<file path="config.mk">
export PLATFORM = sky130hd
export DESIGN_NAME = sprite_fetch_arbiter
export DESIGN_NICKNAME = d
export VERILOG_FILES = /design/src/rtl/sprite_pkg.sv /design/src/rtl/sprite_fetch_arbiter_rr_select.sv /design/src/rtl/sprite_fetch_arbiter.sv
export SDC_FILE = /design/constraint.sdc
export NUM_CORES = 1
export LEC_CHECK = 0
export CAP_MARGIN = 20
export CELL_PAD_IN_SITES_DETAIL_PLACEMENT = 0
export CELL_PAD_IN_SITES_GLOBAL_PLACEMENT = 1
export CORE_MARGIN = 4
export CORE_UTILIZATION = 37
export DETAILED_ROUTE_END_ITERATION = 12
export HOLD_SLACK_MARGIN = 0.12
export PLACE_DENSITY = 0.85
export SLEW_MARGIN = 5
export SYNTH_ARGS = -nofsm -noshare
export SYNTH_HDL_FRONTEND = slang
export SYNTH_HIERARCHICAL = 1
export SYNTH_SLANG_ARGS = --single-unit
</file>
<file path="constraint.sdc">
create_clock -name clk -period 8.6 [get_ports clk]
set_input_delay 1.72 -clock clk [delete_from_list [all_inputs] [get_ports clk]]
set_output_delay 1.72 -clock clk [all_outputs]
set_load 0.1 [all_outputs]
</file>
<file path="src/rtl/sprite_pkg.sv">
// Shared definitions for the sprite fetch arbiter.
//   - arb_state_t : arbiter FSM states (IDLE, ARB, DRAIN)
//   - SPRITE_*    : default geometry used by the arbiter and its sub-module
//   - GRANT_CNT_W : width of each per-sprite grant counter (optional statistics
//                   enabled by the SPRITE_ARB_STATS_EN macro in the top level)
package sprite_pkg;

    localparam int SPRITE_N       = 6;
    localparam int SPRITE_ADDR_W  = 12;
    localparam int SPRITE_DATA_W  = 24;
    localparam int SPRITE_MEM_LAT = 2;
    localparam int GRANT_CNT_W    = 16;

    typedef enum logic [1:0] {
        IDLE  = 2'd0,
        ARB   = 2'd1,
        DRAIN = 2'd2
    } arb_state_t;

    // Index width for a requester count; callers guarantee n >= 2.
    function automatic int idx_width(input int n);
        return $clog2(n);
    endfunction

endpackage

</file>
<file path="src/rtl/sprite_fetch_arbiter_rr_select.sv">
// Round-robin selector.
// Finds the first asserted request at or above ptr, wrapping from N-1 to 0.
// Ports:
//   req    in  N      request vector
//   ptr    in  IDX_W  search start index (0..N-1)
//   grant  out N      one-hot winner (all zero when no request)
//   winner out IDX_W  winner index (0 when no request)
module rr_select
    import sprite_pkg::*;
#(
    parameter int N     = SPRITE_N,
    parameter int IDX_W = idx_width(N)
) (
    input  logic [N-1:0]     req,
    input  logic [IDX_W-1:0] ptr,
    output logic [N-1:0]     grant,
    output logic [IDX_W-1:0] winner
);

    int               k;
    logic [IDX_W-1:0] k_idx;

    // Scan offsets from the farthest to the nearest so the nearest hit to
    // ptr is the last one written and therefore wins.
    always_comb begin
        grant  = '0;
        winner = '0;
        k      = 0;
        k_idx  = '0;
        for (int i = N - 1; i >= 0; i--) begin
            k = int'(ptr) + i;
            if (k >= N) begin
                k = k - N;
            end
            k_idx = IDX_W'(k);
            if (req[k_idx]) begin
                grant        = '0;
                grant[k_idx] = 1'b1;
                winner       = k_idx;
            end
        end
    end

endmodule

</file>
<file path="src/rtl/sprite_fetch_arbiter.sv">
// Sprite fetch arbiter: N sprite engines share one read port of a sprite
// memory with fixed read latency MEM_LAT. One grant per cycle, round-robin.
//   gnt at t -> mem_rd_o/mem_addr_o at t+1 -> rvalid_o/rdata_o at t+2+MEM_LAT.
// Optional feature: define SPRITE_ARB_STATS_EN to add grant_cnt_o, a set of
// per-sprite 16-bit saturating grant counters.
// Ports:
//   clk, rst_n            clock, asynchronous active-low reset
//   en_i                  arbitration enable (low: finish in-flight reads)
//   req_i[N]              level requests, dropped the cycle after the grant
//   addr_i[N*ADDR_W]      per-sprite fetch address (sprite k at k*ADDR_W)
//   gnt_o[N]              one-hot grant, combinational
//   mem_rd_o, mem_addr_o  registered memory read strobe/address
//   mem_data_i            memory read data, valid MEM_LAT cycles after mem_rd_o
//   rvalid_o[N], rdata_o  registered one-hot return strobe and data
//   busy_o                high in ARB or DRAIN
//   grant_cnt_o[N*16]     (SPRITE_ARB_STATS_EN only) saturating grant counts
module sprite_fetch_arbiter
    import sprite_pkg::*;
#(
    parameter int N       = SPRITE_N,
    parameter int ADDR_W  = SPRITE_ADDR_W,
    parameter int DATA_W  = SPRITE_DATA_W,
    parameter int MEM_LAT = SPRITE_MEM_LAT
) (
    input  logic                  clk,
    input  logic                  rst_n,
    input  logic                  en_i,
    input  logic [N-1:0]          req_i,
    input  logic [N*ADDR_W-1:0]   addr_i,
    output logic [N-1:0]          gnt_o,
    output logic                  mem_rd_o,
    output logic [ADDR_W-1:0]     mem_addr_o,
    input  logic [DATA_W-1:0]     mem_data_i,
    output logic [N-1:0]          rvalid_o,
    output logic [DATA_W-1:0]     rdata_o,
`ifdef SPRITE_ARB_STATS_EN
    output logic [N*GRANT_CNT_W-1:0] grant_cnt_o,
`endif
    output logic                  busy_o
);

    localparam int IDX_W = idx_width(N);

    arb_state_t        state_reg, state_next;
    logic [IDX_W-1:0]  rr_ptr_reg, rr_ptr_next;
    logic [N-1:0]      rr_grant;
    logic [IDX_W-1:0]  rr_winner;
    logic              grant_en;
    logic              grant_fire;
    logic [ADDR_W-1:0] addr_arr [N];

    logic              mem_rd_reg;
    logic [ADDR_W-1:0] mem_addr_reg;
    logic [N-1:0]      rvalid_reg, rvalid_next;
    logic [DATA_W-1:0] rdata_reg;

    // Tag pipeline: stage s holds the requester whose read was issued s+1
    // cycles ago; stage MEM_LAT lines up with valid mem_data_i.
    logic [MEM_LAT:0]  tag_vld_reg;
    logic [IDX_W-1:0]  tag_id_reg [MEM_LAT+1];
    logic              in_flight;

    genvar gi;

    // ------------------------------------------------------------------
    // Address unpacking
    // ------------------------------------------------------------------
    generate
        for (gi = 0; gi < N; gi++) begin : g_addr
            assign addr_arr[gi] = addr_i[gi*ADDR_W +: ADDR_W];
        end
    endgenerate

    // ------------------------------------------------------------------
    // Round-robin selection
    // ------------------------------------------------------------------
    rr_select #(
        .N     (N),
        .IDX_W (IDX_W)
    ) u_rr_select (
        .req    (req_i),
        .ptr    (rr_ptr_reg),
        .grant  (rr_grant),
        .winner (rr_winner)
    );

    // Grants stop in the same cycle en_i falls so DRAIN only has to wait
    // for reads that were already issued.
    assign grant_en   = (state_reg == ARB) && en_i;
    assign gnt_o      = grant_en ? rr_grant : '0;
    assign grant_fire = grant_en && (|req_i);
    assign in_flight  = |tag_vld_reg;

    always_comb begin
        rr_ptr_next = rr_ptr_reg;
        if (grant_fire) begin
            if (rr_winner == IDX_W'(N - 1)) begin
                rr_ptr_next = '0;
            end else begin
                rr_ptr_next = rr_winner + 1'b1;
            end
        end
    end

    // ------------------------------------------------------------------
    // FSM
    // ------------------------------------------------------------------
    always_comb begin
        state_next = state_reg;
        unique case (state_reg)
            IDLE: begin
                if (en_i) begin
                    state_next = ARB;
                end
            end
            ARB: begin
                if (!en_i) begin
                    state_next = DRAIN;
                end
            end
            DRAIN: begin
                if (en_i) begin
                    state_next = ARB;
                end else if (!in_flight) begin
                    state_next = IDLE;
                end
            end
            default: state_next = IDLE;
        endcase
    end

    always_ff @(posedge clk or negedge rst_n) begin
        if (!rst_n) begin
            state_reg  <= IDLE;
            rr_ptr_reg <= '0;
        end else begin
            state_reg  <= state_next;
            rr_ptr_reg <= rr_ptr_next;
        end
    end

    // ------------------------------------------------------------------
    // Memory request stage (address holds its last value between grants)
    // ------------------------------------------------------------------
    always_ff @(posedge clk or negedge rst_n) begin
        if (!rst_n) begin
            mem_rd_reg   <= 1'b0;
            mem_addr_reg <= '0;
        end else begin
            mem_rd_reg <= grant_fire;
            if (grant_fire) begin
                mem_addr_reg <= addr_arr[rr_winner];
            end
        end
    end

    // ------------------------------------------------------------------
    // Tag pipeline
    // ------------------------------------------------------------------
    always_ff @(posedge clk or negedge rst_n) begin
        if (!rst_n) begin
            tag_vld_reg[0] <= 1'b0;
            tag_id_reg[0]  <= '0;
        end else begin
            tag_vld_reg[0] <= grant_fire;
            tag_id_reg[0]  <= rr_winner;
        end
    end

    generate
        for (gi = 1; gi <= MEM_LAT; gi++) begin : g_tag
            always_ff @(posedge clk or negedge rst_n) begin
                if (!rst_n) begin
                    tag_vld_reg[gi] <= 1'b0;
                    tag_id_reg[gi]  <= '0;
                end else begin
                    tag_vld_reg[gi] <= tag_vld_reg[gi-1];
                    tag_id_reg[gi]  <= tag_id_reg[gi-1];
                end
            end
        end
    endgenerate

    // ------------------------------------------------------------------
    // Return stage
    // ------------------------------------------------------------------
    always_comb begin
        rvalid_next = '0;
        if (tag_vld_reg[MEM_LAT]) begin
            rvalid_next[tag_id_reg[MEM_LAT]] = 1'b1;
        end
    end

    always_ff @(posedge clk or negedge rst_n) begin
        if (!rst_n) begin
            rvalid_reg <= '0;
            rdata_reg  <= '0;
        end else begin
            rvalid_reg <= rvalid_next;
            if (tag_vld_reg[MEM_LAT]) begin
                rdata_reg <= mem_data_i;
            end
        end
    end

    assign mem_rd_o   = mem_rd_reg;
    assign mem_addr_o = mem_addr_reg;
    assign rvalid_o   = rvalid_reg;
    assign rdata_o    = rdata_reg;
    assign busy_o     = (state_reg != IDLE);

    // ------------------------------------------------------------------
    // Optional grant statistics
    // ------------------------------------------------------------------
`ifdef SPRITE_ARB_STATS_EN
    logic [GRANT_CNT_W-1:0] grant_cnt_reg [N];

    generate
        for (gi = 0; gi < N; gi++) begin : g_stats
            always_ff @(posedge clk or negedge rst_n) begin
                if (!rst_n) begin
                    grant_cnt_reg[gi] <= '0;
                end else if (gnt_o[gi] && (grant_cnt_reg[gi] != {GRANT_CNT_W{1'b1}})) begin
                    grant_cnt_reg[gi] <= grant_cnt_reg[gi] + 1'b1;
                end
            end
            assign grant_cnt_o[gi*GRANT_CNT_W +: GRANT_CNT_W] = grant_cnt_reg[gi];
        end
    endgenerate
`endif

endmodule

</file>
Word level (Yosys, flattened, before mapping). Cells that the tools add are included.

Register bits: 59. Latch bits: 0. Bits in writable memories: 0. Bits in read-only memories: 0. Bits of input ports: 105. Output and inout port bits: 50. Logic and storage cells: 120. Memories: 0.

Add/subtract/negate cells: 12. Multiply operators: 0. Div/mod/pow operators: 0. Magnitude comparators: 21. Equal/unequal tests: 6. Shift-type cells: 0. Mux-type cells: 55. Bitwise operators: 1. Reduce and logical (&&, ||, !) cells: 14.

Operator list (count): 2-to-1 mux 6 bit (8); 2-to-1 mux 3 bit (13); binary-select mux 12 bit (select 3 bit) (1); < comparator 3 x 4 -> 1 bit, second input constant (7); 2-to-1 mux 12 bit (2); demux 1 bit (select 3 bit) (7); greater-or-equal comparator 3 x 1 -> 1 bit, second input constant (7); greater-or-equal comparator 4 x 3 -> 1 bit, second input constant (5); binary-select mux 1 bit (select 3 bit) (6); subtractor 3 x 2 -> 3 bit, second input constant (5); 2-to-1 mux 1 bit (13); logical AND 1 bit (9); adder 3 x 2 -> 4 bit, second input constant (2); adder 3 x 3 -> 4 bit, second input constant (2); 2-to-1 mux 2 bit (4); one-hot mux 2 bit (3 select lines) (1); OR reduction 6 bit (1); adder 3 x 1 -> 4 bit, second input constant (1); greater-or-equal comparator 4 bit, second input constant (1); inequality test 2 bit, second input constant (2); inverter 3 -> 4 bit (1); adder 3 x 1 -> 3 bit, second input constant (1); == test 3 bit, second input constant (1); greater-or-equal comparator 3 bit, second input constant (1); 8 further kinds (8).

Depth between registers and ports, before layout. Gate-level depths: netlist of run 1.

Depth after elaboration: 15. Depth in mapped cells: 18. Gate-level depth less buffers: 12.

Hierarchy. Netlist of run 1, hierarchy kept.

Modules (own cells, without submodules): sprite_fetch_arbiter (instances 1, cells each 177, area an instance 2712.6 µm², sequential area each 1476.4 µm²); rr_select (instances 1, cells each 166, area an instance 1287.5 µm², sequential area each 0.0 µm²).

Worst setup path after synthesis of run 1. OpenSTA, ideal clock, no wires.

Path kind: input port to output port. From: input port req_i[2]. To: output port gnt_o[0]. Data arrival time: 3.835 ns. Path slack: 3.045 ns. Cell stages on the path: 8. Cell sequence: mux2i_2 -> mux2i_1 -> a311o_1 -> nor2_4 -> and4b_1 -> nand2_1 -> a32oi_1 -> and2_1.

Longest elaborated chain between the ends: 9.

Ends and longest elaborated chain: start, declared (RTL line sprite_fetch_arbiter.sv:28) `input logic [N-1:0] req_i,`; binary-select mux 1 bit (select 3 bit) (RTL line sprite_fetch_arbiter_rr_select.sv:36) `if (req[k_idx]) begin`; 2-to-1 mux 1 bit (implied by the code) (RTL line sprite_fetch_arbiter_rr_select.sv:36); 2-to-1 mux 6 bit (5 in series) (RTL line sprite_fetch_arbiter_rr_select.sv:36); 2-to-1 mux 6 bit * (RTL line sprite_fetch_arbiter_rr_select.sv:36); via rr_grant[0] (RTL line sprite_fetch_arbiter.sv:46) `logic [N-1:0] rr_grant;`; 2-to-1 mux 6 bit * (RTL line sprite_fetch_arbiter.sv:90) `assign gnt_o = grant_en ? rr_grant : '0;`; end, declared (RTL line sprite_fetch_arbiter.sv:30) `output logic [N-1:0] gnt_o,`.

The timed path passes the listed nets; every way through them passes the cells marked *. The select of a mux whose other input is x is not followed.

Worst setup path in the final report of run 1.
From: input port req_i[3]. To: output port gnt_o[0].

The elaborated chain is that of the path after synthesis.

==> Flow_metrics.wiki, run 1 <==
{| class="wikitable"
! Metric !! Value
|-
| Run status || complete, no violations
|-
| Main synth FF type || sky130_fd_sc_hd__dfrtp_1
|-
| Reg-to-reg critical path startpoint || rr_ptr_reg[1]
|-
| Root buffer selected by CTS || sky130_fd_sc_hd__clkbuf_8
|-
| Horizontal die dimension || 112 um
|-
| Gate count after technology mapping || 343
|-
| Number of buffers on the longest clock path || 2
|-
| Startpoint types || input port
|-
| Critical path start-end classification || input port to output port
|-
| Final Hold Viols || 0
|-
| Highest fanout seen on the critical path || 9
|-
| Unrepaired setup endpoints after global routing || no
|-
| Net count after synthesis || 457
|-
| Synth async-reset ratio || 100%
|-
| Final layout net count || 606
|-
| Avg WL per Cell || 18.0 um
|-
| Sequential fraction of the synthesis area || 36.9%
|-
| Final Cycle Share || 80.8%
|-
| CORE AREA || 10400 um2
|-
| Starting Density || 38.4%
|-
| Relative slew margins || 28.5%
|-
| Yosys warnings || 6
|-
| HPWL Detailed || 8.95 mm
|-
| Mean instance size in the synthesized netlist || 11.7 um2
|-
| Most common cell after layout, fill and taps aside || sky130_fd_sc_hd__clkdlybuf4s50_1
|-
| Floorplan die area || 12500 um2
|-
| Total standard cell area after synthesis || 4000 um2
|-
| Largest net degree at the start of global routing || 60
|-
| Number of synthesized register bits || 59
|-
| Syn-to-layout area delta || 46.2%
|-
| H-tree depth || 3
|-
| Data required time at the worst endpoint || 6.88 ns
|-
| Minimum setup slack among reg-to-reg paths || 3.98 ns
|-
| Final setup violation count || 0
|-
| Count of pins over their slew limit || 0
|-
| Post-synth EDFFs || 0
|-
| Number of DRC markers in iteration 0 || 209
|-
| Arrival time of data at the critical path endpoint || 5.23 ns
|-
| Number of flip-flops in the largest register || 24
|-
| Routability congestion estimate || 0.922
|-
| Synth area leaders || sky130_fd_sc_hd__dfrtp_1 37%, sky130_fd_sc_hd__mux2_2 13%, sky130_fd_sc_hd__mux4_2 6.8%, sky130_fd_sc_hd__mux2_4 3.4%, sky130_fd_sc_hd__ha_1 2.8%
|-
| Via count || 3377
|-
| Final cell utilization of the core || 56.1%
|-
| Clk slew on worst S/H paths || 0.06 ns
|-
| Num Clock Sinks || 59
|-
| Minimum clock period || 6.95 ns
|-
| Min-Delay Startpoint || tag_id_reg[4]
|-
| Antenna diode instance count || 0
|-
| Clock tree from TritonCTS || built
|-
| Highest-count cells in the layout ignoring fill and taps || 153 x sky130_fd_sc_hd__clkdlybuf4s50_1, 59 x sky130_fd_sc_hd__dfrtp_1, 47 x sky130_fd_sc_hd__mux2_2, 15 x sky130_fd_sc_hd__nor2_1, 14 x sky130_fd_sc_hd__nor3_1
|-
| DRT Wirelength || 11.4 mm
|-
| DRT Pass-1 Iters || 5
|-
| Synth cell types || 75
|-
| Clk_skew || 0.00808 ns
|-
| Origin of the worst setup path || req_i[3]
|-
| Most area-hungry cell type in the Yosys netlist || sky130_fd_sc_hd__dfrtp_1
|-
| Synth top area share || 36.9%
|-
| Hold Path Class || register to register
|-
| IO Pins || 155
|-
| CTS Hold Buffers Added || 0
|-
| Floorplan row count || 37
|-
| Share of layout cells above drive strength 1 || 23.9%
|-
| CP Capture Type || output port
|-
| Number of nets with antenna violations after detailed routing || 0
|-
| Number of cell instances on the worst register-to-register path || 11
|-
| Actual transition at the worst max-transition pin || 1.07 ns
|-
| Resized Gates After CTS || 0
|-
| First-pass GRT wire length || 18.3 mm
|-
| Chip height || 112 um
|-
| Vias in the first global route || 3464
|-
| Setup Fix Bufs, Post-CTS || 0
|-
| Tot GR Track Use || 18.0%
|-
| Per-cell via count in the routed design || 5.33
|-
| Worst-skew pair later-pin latency || 0.32 ns
|-
| Fmax || 0.144 GHz
|-
| Remaining design rule violation count || 0
|-
| Initial antenna violation count || 0
|-
| Count of cells along the worst hold path || 0
|-
| Number of buffers created by CTS || 9
|-
| Number of max-cap violations || 0
|-
| Post-route setup TNS || 0 ns
|-
| Port Buf Inserts || 154
|-
| Total grt overflow || 0
|}
worst paths after layout:
kind / endpoint
setup reg to reg: mem_addr_o[4]
hold / removal: tag_id_reg[1]
min in group asynchronous: rdata_o[0]
hold reg to reg: tag_id_reg[1]
max in group asynchronous: rr_ptr_reg[0]
setup / recovery: gnt_o[0]
synth_stat cells (all sizes together), types with 8 or more instances:
cell type,number
dfrtp,59
a22o,12
mux4,12
mux2i,11
and2,8
buf,13
inv,8
nand2,9
nor3,15
o21ai,13
mux2,56
ha,9
a21oi,11
nor2,17
worst max-delay path, stage by stage:
cell	delay, ns
sky130_fd_sc_hd__clkdlybuf4s50_1	0.46
sky130_fd_sc_hd__mux2i_2	0.36
sky130_fd_sc_hd__mux2i_1	0.13
sky130_fd_sc_hd__a311o_1	0.45
sky130_fd_sc_hd__nor2_4	0.25
sky130_fd_sc_hd__and4b_1	0.26
sky130_fd_sc_hd__nand2_1	0.07
sky130_fd_sc_hd__a32oi_1	0.24
sky130_fd_sc_hd__and2_1	0.16
sky130_fd_sc_hd__clkdlybuf4s50_1	1.12
kinds of logic (layout without fill, tap and decap cells):
logic type	after synthesis	in the layout	synth area share (%)
simple gates	88	88	13.2
mux	79	79	26.6
compound gates	73	73	14.5
flops	59	59	36.9
buf+inv	28	182	4.07
fa+ha+maj	9	9	2.82
xor+xnor	7	7	1.91
final cells by class:
cell class                 instances  area (um2)
clock buffer                       9         124
tap                              136         170
sequential                        59        1480
clock inverter                     7         100
multi-input combinational        256        2380
fill                             904        4570
timing repair buffer             158        1570
inverter                           8        30.0
routing by layer:
| metal | track usage [%] | wire length [um] | vias up |
|---|---|---|---|
| li1 | - | - | 1608 |
| met1 | 23.1 | 4690 | 1626 |
| met2 | 30.7 | 5680 | 127 |
| met3 | 5.00 | 850 | 16 |
| met4 | 3.61 | 194 | 0 |
| met5 | 0 | 0 | - |
stage by stage:
step	instance area, um2	worst slack [ns]	hold slack (ns)	cells
floorplan	4000	3.05	0.331	343
global placement	5620	1.64	0.332	617
detailed placement	5620	1.65	0.335	617
CTS	5850	1.65	0.351	633
global route	5850	1.48	0.360	633
finish	5850	1.65	0.348	633
Power of run 1 is not shown: default switching activity piles up to over one toggle a cycle in this logic, so the estimate is an artifact.
==> run 2, diff against run 1 <==
CORE_UTILIZATION = 31   (was 37)
PLACE_DENSITY = 0.75   (was 0.85)
clock period = 5.7 ns   (was 8.6 ns; I/O delays follow)
==> Flow_metrics.wiki, run 2 (same netlist as run 1, synthesis figures left out) <==
{| class="wikitable"
! Metric !! Value
|-
| Run status || complete, no violations
|-
| Met1 layer wirelength in the final routing || 4.83 mm
|-
| DRT Pass-1 Iters || 4
|-
| Horizontal die dimension || 122 um
|-
| Number of buffers created by CTS || 9
|-
| Reg-to-reg critical path startpoint || rr_ptr_reg[0]
|-
| Post-route setup TNS || 0 ns
|-
| Setup Fix Bufs, Post-CTS || 0
|-
| Actual transition at the worst max-transition pin || 1.07 ns
|-
| Per-cell via count in the routed design || 5.01
|-
| Most common cell after layout, fill and taps aside || sky130_fd_sc_hd__clkdlybuf4s50_1
|-
| Origin of the worst setup path || rr_ptr_reg[0]
|-
| Count of pins over their slew limit || 0
|-
| Largest net degree at the start of global routing || 46
|-
| CORE AREA || 12600 um2
|-
| Syn-to-layout area delta || 51.1%
|-
| Resized Gates After CTS || 0
|-
| Number of nets with antenna violations after detailed routing || 0
|-
| Number of buffers and inverters on the critical path || 3
|-
| Post-Layout Inst Area || 6040 um2
|-
| Final Cycle Share || 87.9%
|-
| CTS Hold Buffers Added || 0
|-
| Cell depth of the worst setup path || 11
|-
| Share of layout cells above drive strength 1 || 25.3%
|-
| Clk_skew || 0.00725 ns
|-
| Highest-count cells in the layout ignoring fill and taps || 147 x sky130_fd_sc_hd__clkdlybuf4s50_1, 59 x sky130_fd_sc_hd__dfrtp_1, 47 x sky130_fd_sc_hd__mux2_2, 15 x sky130_fd_sc_hd__nor2_1, 14 x sky130_fd_sc_hd__nor3_1
|-
| Final cell utilization of the core || 47.9%
|-
| First-pass GRT wire length || 17.8 mm
|-
| Data required time at the worst endpoint || 4.56 ns
|-
| Unrepaired setup endpoints after global routing || no
|-
| CP Capture Type || output port
|-
| Worst path max stage delay || 0.62 ns
|-
| Metal3 WL || 809 um
|-
| Number of max-cap violations || 0
|-
| Starting Density || 31.7%
|-
| Final layout net count || 608
|-
| Count of cells along the worst hold path || 0
|-
| WHS Endpoint || tag_id_reg[0]
|-
| Remaining design rule violation count || 0
|-
| Clock tree from TritonCTS || built
|-
| Vias in the first global route || 3411
|-
| Detail Route met2 WL || 5.62 mm
|-
| Relative slew margins || 28.7%
|-
| Startpoint types || register
|-
| Via count || 3359
|-
| Worst R2R End || mem_addr_o[10]
|-
| Floorplan die area || 14800 um2
|-
| Highest fanout seen on the critical path || 14
|-
| Avg WL per Cell || 17.0 um
|-
| Highest routed metal layer || met4
|-
| Clk slew on worst S/H paths || 0.05 ns
|-
| Initial antenna violation count || 0
|-
| H-tree depth || 3
|-
| Floorplan row count || 41
|-
| Critical path start-end classification || register to output port
|-
| Num Clock Sinks || 59
|-
| Antenna diode instance count || 0
|-
| Port Buf Inserts || 154
|-
| Category of cells accounting for the largest share of critical-path delay || simple AND/OR/NAND/NOR gates
|-
| Series of cell instances along the critical path || inv_2, ha_1, buf_4, nand2_1, o22ai_1, nor2_1, nor2_1, nor4_1, a221o_1, and2_1, buf_4
|-
| # fillers || 1181
|-
| Number of DRC markers in iteration 0 || 119
|-
| Final setup violation count || 0
|-
| Minimum setup slack among reg-to-reg paths || 1.09 ns
|-
| Cell at the slowest stage of the critical path || sky130_fd_sc_hd__dfrtp_1
|-
| DRT Wirelength || 11.4 mm
|-
| HPWL Detailed || 9.03 mm
|-
| Final worst-path setup slack || 0.692 ns
|-
| Placement-stage worst setup slack || 0.922 ns
|-
| Number of cell instances on the worst register-to-register path || 13
|-
| Routability congestion estimate || 0.899
|-
| Min-Delay Startpoint || tag_id_reg[3]
|-
| IO Pins || 155
|-
| Root buffer selected by CTS || sky130_fd_sc_hd__clkbuf_16
|-
| Fmax || 0.200 GHz
|-
| Hold Path Class || register to register
|-
| Worst-skew pair later-pin latency || 0.32 ns
|-
| Arrival time of data at the critical path endpoint || 3.87 ns
|-
| Number of buffers on the longest clock path || 2
|-
| Chip height || 122 um
|-
| Minimum clock period || 5.01 ns
|-
| DP Area || 5720 um2
|-
| Number of flip-flops in the largest register || 24
|-
| Total grt overflow || 0
|-
| Tot GR Track Use || 15.2%
|-
| Final Hold Viols || 0
|}
run 2: cell types whose count changed in the layout (fill, tap and decap cells not counted), moves of 2 or more:
cell                              previous run  this run
sky130_fd_sc_hd__buf_4                       4         8
sky130_fd_sc_hd__clkbuf_16                   0         9
sky130_fd_sc_hd__clkbuf_8                    9         2
sky130_fd_sc_hd__buf_12                      0         4
sky130_fd_sc_hd__clkdlybuf4s50_1           153       147
sky130_fd_sc_hd__inv_6                       2         0
run 2: worst max path at each step:
stage / slack [ns] / endpoint
final: 0.69 / gnt_o[3]
after global routing: 0.48 / gnt_o[3]
after CTS: 0.69 / gnt_o[3]
after detailed placement: 0.92 / gnt_o[0]
after global placement: 0.94 / gnt_o[0]
after floorplan: 1.15 / gnt_o[4]
run 2: cell type report:
class                   instances  area [um2]  area share, %
clock inverters                 4        73.8           1.22
repair buffers                160        1620           26.7
inverters                       8        30.0          0.497
clock buffers                  11         253           4.18
multi-input cells             256        2380           39.4
well taps                     172         215           3.56
flip-flops and latches         59        1480           24.4
run 2: through the flow:
| stage | cells | hold WS [ns] |
|---|---|---|
| global placement | 655 | 0.332 |
| floorplan | 343 | 0.331 |
| global route | 670 | 0.345 |
| CTS | 670 | 0.344 |
| finish | 670 | 0.342 |
| detailed placement | 655 | 0.336 |
run 2: routing by layer:
metal  vias up  GRT usage, %
met4         0          3.36
met3        15          4.04
met2       133          25.6
met1      1602          19.5
li1       1609             -
met5         -             0
Power of run 2 is left out for the same reason.
==> run 3, diff against run 2 <==
ABC_AREA = 1   (was not set)
CORE_UTILIZATION = 28   (was 31)
PLACE_DENSITY = not set   (was 0.75)
PLACE_DENSITY_LB_ADDON = 0.1   (was not set)
==> Flow_metrics.wiki, run 3 <==
{| class="wikitable"
! Metric !! Value
|-
| Run status || complete, no violations
|-
| CTS Hold Buffers Added || 0
|-
| Final layout net count || 961
|-
| Highest-count cells in the layout ignoring fill and taps || 273 x sky130_fd_sc_hd__nand2_1, 147 x sky130_fd_sc_hd__clkdlybuf4s50_1, 97 x sky130_fd_sc_hd__inv_1, 63 x sky130_fd_sc_hd__nor2_1, 62 x sky130_fd_sc_hd__nand3_1
|-
| Minimum clock period || 4.59 ns
|-
| DRT Wirelength || 14.1 mm
|-
| Gate count after technology mapping || 703
|-
| Final Cycle Share || 80.5%
|-
| CORE AREA || 15400 um2
|-
| Category of cells accounting for the largest share of critical-path delay || buffers and inverters
|-
| Yosys warnings || 6
|-
| Worst path max stage delay || 0.42 ns
|-
| Data required time at the worst endpoint || 4.56 ns
|-
| Sequential fraction of the synthesis area || 33.3%
|-
| Post-synth EDFFs || 0
|-
| Vias in the first global route || 4437
|-
| Total grt overflow || 0
|-
| Synth top cells by count || 273 x sky130_fd_sc_hd__nand2_1, 97 x sky130_fd_sc_hd__inv_1, 64 x sky130_fd_sc_hd__nor2_1
|-
| DRT Pass-1 Iters || 5
|-
| # fillers || 1650
|-
| Hold Path Class || register to register
|-
| Startpoint types || input port
|-
| Worst path most repeated cell || sky130_fd_sc_hd__nand2_1
|-
| Per-cell via count in the routed design || 4.40
|-
| Number of DRC markers in iteration 0 || 206
|-
| Avg WL per Cell || 13.3 um
|-
| Worst-skew pair later-pin latency || 0.32 ns
|-
| Clk slew on worst S/H paths || 0.05 ns
|-
| Synth area leaders || sky130_fd_sc_hd__dfrtp_1 33%, sky130_fd_sc_hd__nand2_1 23%, sky130_fd_sc_hd__inv_1 8.2%, sky130_fd_sc_hd__nand3_1 7.0%, sky130_fd_sc_hd__nor2_1 5.4%
|-
| Number of nets with antenna violations after detailed routing || 0
|-
| Relative slew margins || 30.5%
|-
| Largest net degree at the start of global routing || 60
|-
| Fmax || 0.218 GHz
|-
| Syn-to-layout area delta || 43.6%
|-
| Num Clock Sinks || 59
|-
| Main synth FF type || sky130_fd_sc_hd__dfrtp_1
|-
| Critical path start-end classification || input port to output port
|-
| Mean instance size in the synthesized netlist || 6.30 um2
|-
| Arrival time of data at the critical path endpoint || 3.45 ns
|-
| Via count || 4673
|-
| Port Buf Inserts || 154
|-
| Number of max-cap violations || 0
|-
| Number of synthesized register bits || 59
|-
| Number of flip-flops in the largest register || 24
|-
| Count of cells along the worst hold path || 0
|-
| Synth cell types || 36
|-
| Most numerous cell in the Yosys netlist || sky130_fd_sc_hd__nand2_1
|-
| Final Hold Viols || 0
|-
| Series of cell instances along the critical path || clkdlybuf4s50_1, inv_1, nand2_1, o21ai_1, inv_1, o211ai_1, nand2_1, inv_1, nand2_1, nand2_1, nand2_1, nand2_1, nand2_1, nand2_1, inv_1, nor2_1, buf_4
|-
| Root buffer selected by CTS || sky130_fd_sc_hd__clkbuf_16
|-
| Unrepaired setup endpoints after global routing || no
|-
| Total standard cell area after synthesis || 4430 um2
|-
| Synth top area share || 33.3%
|-
| Combined area of the multi-input logic cells || 2370 um2
|-
| Clk_skew || 0.00604 ns
|-
| Share of layout cells above drive strength 1 || 9.04%
|-
| Net count after synthesis || 817
|-
| Clock tree from TritonCTS || built
|-
| Routability congestion estimate || 0.819
|-
| Initial antenna violation count || 0
|-
| Synth async-reset ratio || 100%
|-
| Post-route setup TNS || 0 ns
|-
| Most common cell after layout, fill and taps aside || sky130_fd_sc_hd__nand2_1
|-
| Number of buffers on the longest clock path || 2
|-
| CP Capture Type || output port
|-
| Number of cell instances on the worst register-to-register path || 20
|-
| Remaining design rule violation count || 0
|-
| Starting Density || 28.8%
|-
| Cell at the slowest stage of the critical path || sky130_fd_sc_hd__clkdlybuf4s50_1
|-
| Number of buffers created by CTS || 9
|-
| Cell depth of the worst setup path || 17
|-
| Count of pins over their slew limit || 0
|-
| Final cell utilization of the core || 41.4%
|-
| Horizontal die dimension || 134 um
|-
| IO Pins || 155
|-
| Most area-hungry cell type in the Yosys netlist || sky130_fd_sc_hd__dfrtp_1
|-
| Antenna diode instance count || 0
|-
| Highest fanout seen on the critical path || 12
|-
| Final setup violation count || 0
|-
| Chip height || 134 um
|-
| HPWL Detailed || 11.2 mm
|-
| H-tree depth || 3
|-
| Number of buffers and inverters on the critical path || 6
|-
| Resized Gates After CTS || 0
|-
| Actual transition at the worst max-transition pin || 1.04 ns
|-
| First-pass GRT wire length || 22.6 mm
|-
| Floorplan die area || 17900 um2
|-
| Floorplan row count || 45
|-
| Sequential cell area || 1480 um2
|-
| Tot GR Track Use || 15.5%
|-
| Setup Fix Bufs, Post-CTS || 0
|}
run 3: changes by cell type after synthesis, moves of 8 or more:
cell                      before  now
sky130_fd_sc_hd__a21oi_1      10   28
sky130_fd_sc_hd__nand3_1       6   62
sky130_fd_sc_hd__mux2_4        9    0
sky130_fd_sc_hd__inv_1         6   97
sky130_fd_sc_hd__nand2_2       0   12
sky130_fd_sc_hd__nor3_1       14    3
sky130_fd_sc_hd__mux2_2       47    0
sky130_fd_sc_hd__mux2i_1       8    0
sky130_fd_sc_hd__nor2_1       15   64
sky130_fd_sc_hd__o21ai_1       3   15
sky130_fd_sc_hd__a22o_1       12    0
sky130_fd_sc_hd__mux4_2       12    0
sky130_fd_sc_hd__nand2_1       9  273
run 3: path summary, 6_finish.rpt:
check | startpoint | to | slack [ns]
max | req_i[1] | gnt_o[3] | 1.11
min | tag_id_reg[7] | tag_id_reg[4] | 0.35
max reg2reg | rr_ptr_reg[1] | mem_addr_o[7] | 1.77
min reg2reg | tag_id_reg[7] | tag_id_reg[4] | 0.35
max in group asynchronous | rst_n | tag_id_reg[2] | 4.22
min in group asynchronous | rst_n | rdata_o[19] | 0.96
run 3: per-layer routing:
metal	vias to the layer above	part of all wire, %	track usage, %
met3	8	6.0	2.70
li1	2438	-	-
met2	143	44	23.8
met5	-	0	0
met1	2084	49	22.5
met4	0	0.72	4.40
run 3: layout make-up:
| class | count | area share (%) |
|---|---|---|
| clock inverters | 5 | 0.433 |
| repair buffers | 159 | 24.5 |
| clock buffers | 11 | 3.97 |
| well taps | 211 | 4.15 |
| flip-flops and latches | 59 | 23.2 |
| inverters | 107 | 6.39 |
| multi-input cells | 511 | 37.3 |
run 3: kinds of logic after synthesis:
group	count (synthesis)	synth area share (%)
AOI/OAI and AO/OA	63	8.30
xor gates and xnor gates	3	0.763
adders and majority gates	9	2.54
buffers and inverters	133	13.2
DFF	59	33.3
and+or+nand+nor	436	41.8
run 3: worst reg2reg max path, cell delays in order, from the launching register on:
cell                       delay (ns)
sky130_fd_sc_hd__dfrtp_1         0.58
sky130_fd_sc_hd__inv_1           0.22
sky130_fd_sc_hd__ha_1            0.49
sky130_fd_sc_hd__inv_2           0.14
sky130_fd_sc_hd__nand3_2         0.11
sky130_fd_sc_hd__nand2_2         0.07
sky130_fd_sc_hd__o21ai_2         0.11
sky130_fd_sc_hd__nand2_2         0.11
sky130_fd_sc_hd__clkinv_1        0.10
sky130_fd_sc_hd__nand2_2         0.07
sky130_fd_sc_hd__nand2_4         0.15
sky130_fd_sc_hd__inv_2           0.09
sky130_fd_sc_hd__nor2_1          0.09
sky130_fd_sc_hd__o21ai_1         0.07
sky130_fd_sc_hd__nand2_1         0.07
sky130_fd_sc_hd__nand2_1         0.38
sky130_fd_sc_hd__nor2_2          0.59
sky130_fd_sc_hd__nand2_1         0.10
sky130_fd_sc_hd__nor2_1          0.14
sky130_fd_sc_hd__nor2_1          0.07
sky130_fd_sc_hd__a21oi_2         0.11
run 3: metrics by stage:
| step | instances | hold slack [ns] | area (um2) | setup WS (ns) |
|---|---|---|---|---|
| 2_1_floorplan | 703 | 0.331 | 4430 | 0.925 |
| 6_report | 1063 | 0.346 | 6360 | 1.11 |
| 3_3_place_gp | 1047 | 0.333 | 6080 | 1.09 |
| 5_1_grt | 1063 | 0.353 | 6360 | 0.745 |
| 3_5_place_dp | 1047 | 0.335 | 6080 | 1.09 |
| 4_1_cts | 1063 | 0.348 | 6360 | 1.10 |
Power of run 3 is left out for the same reason.
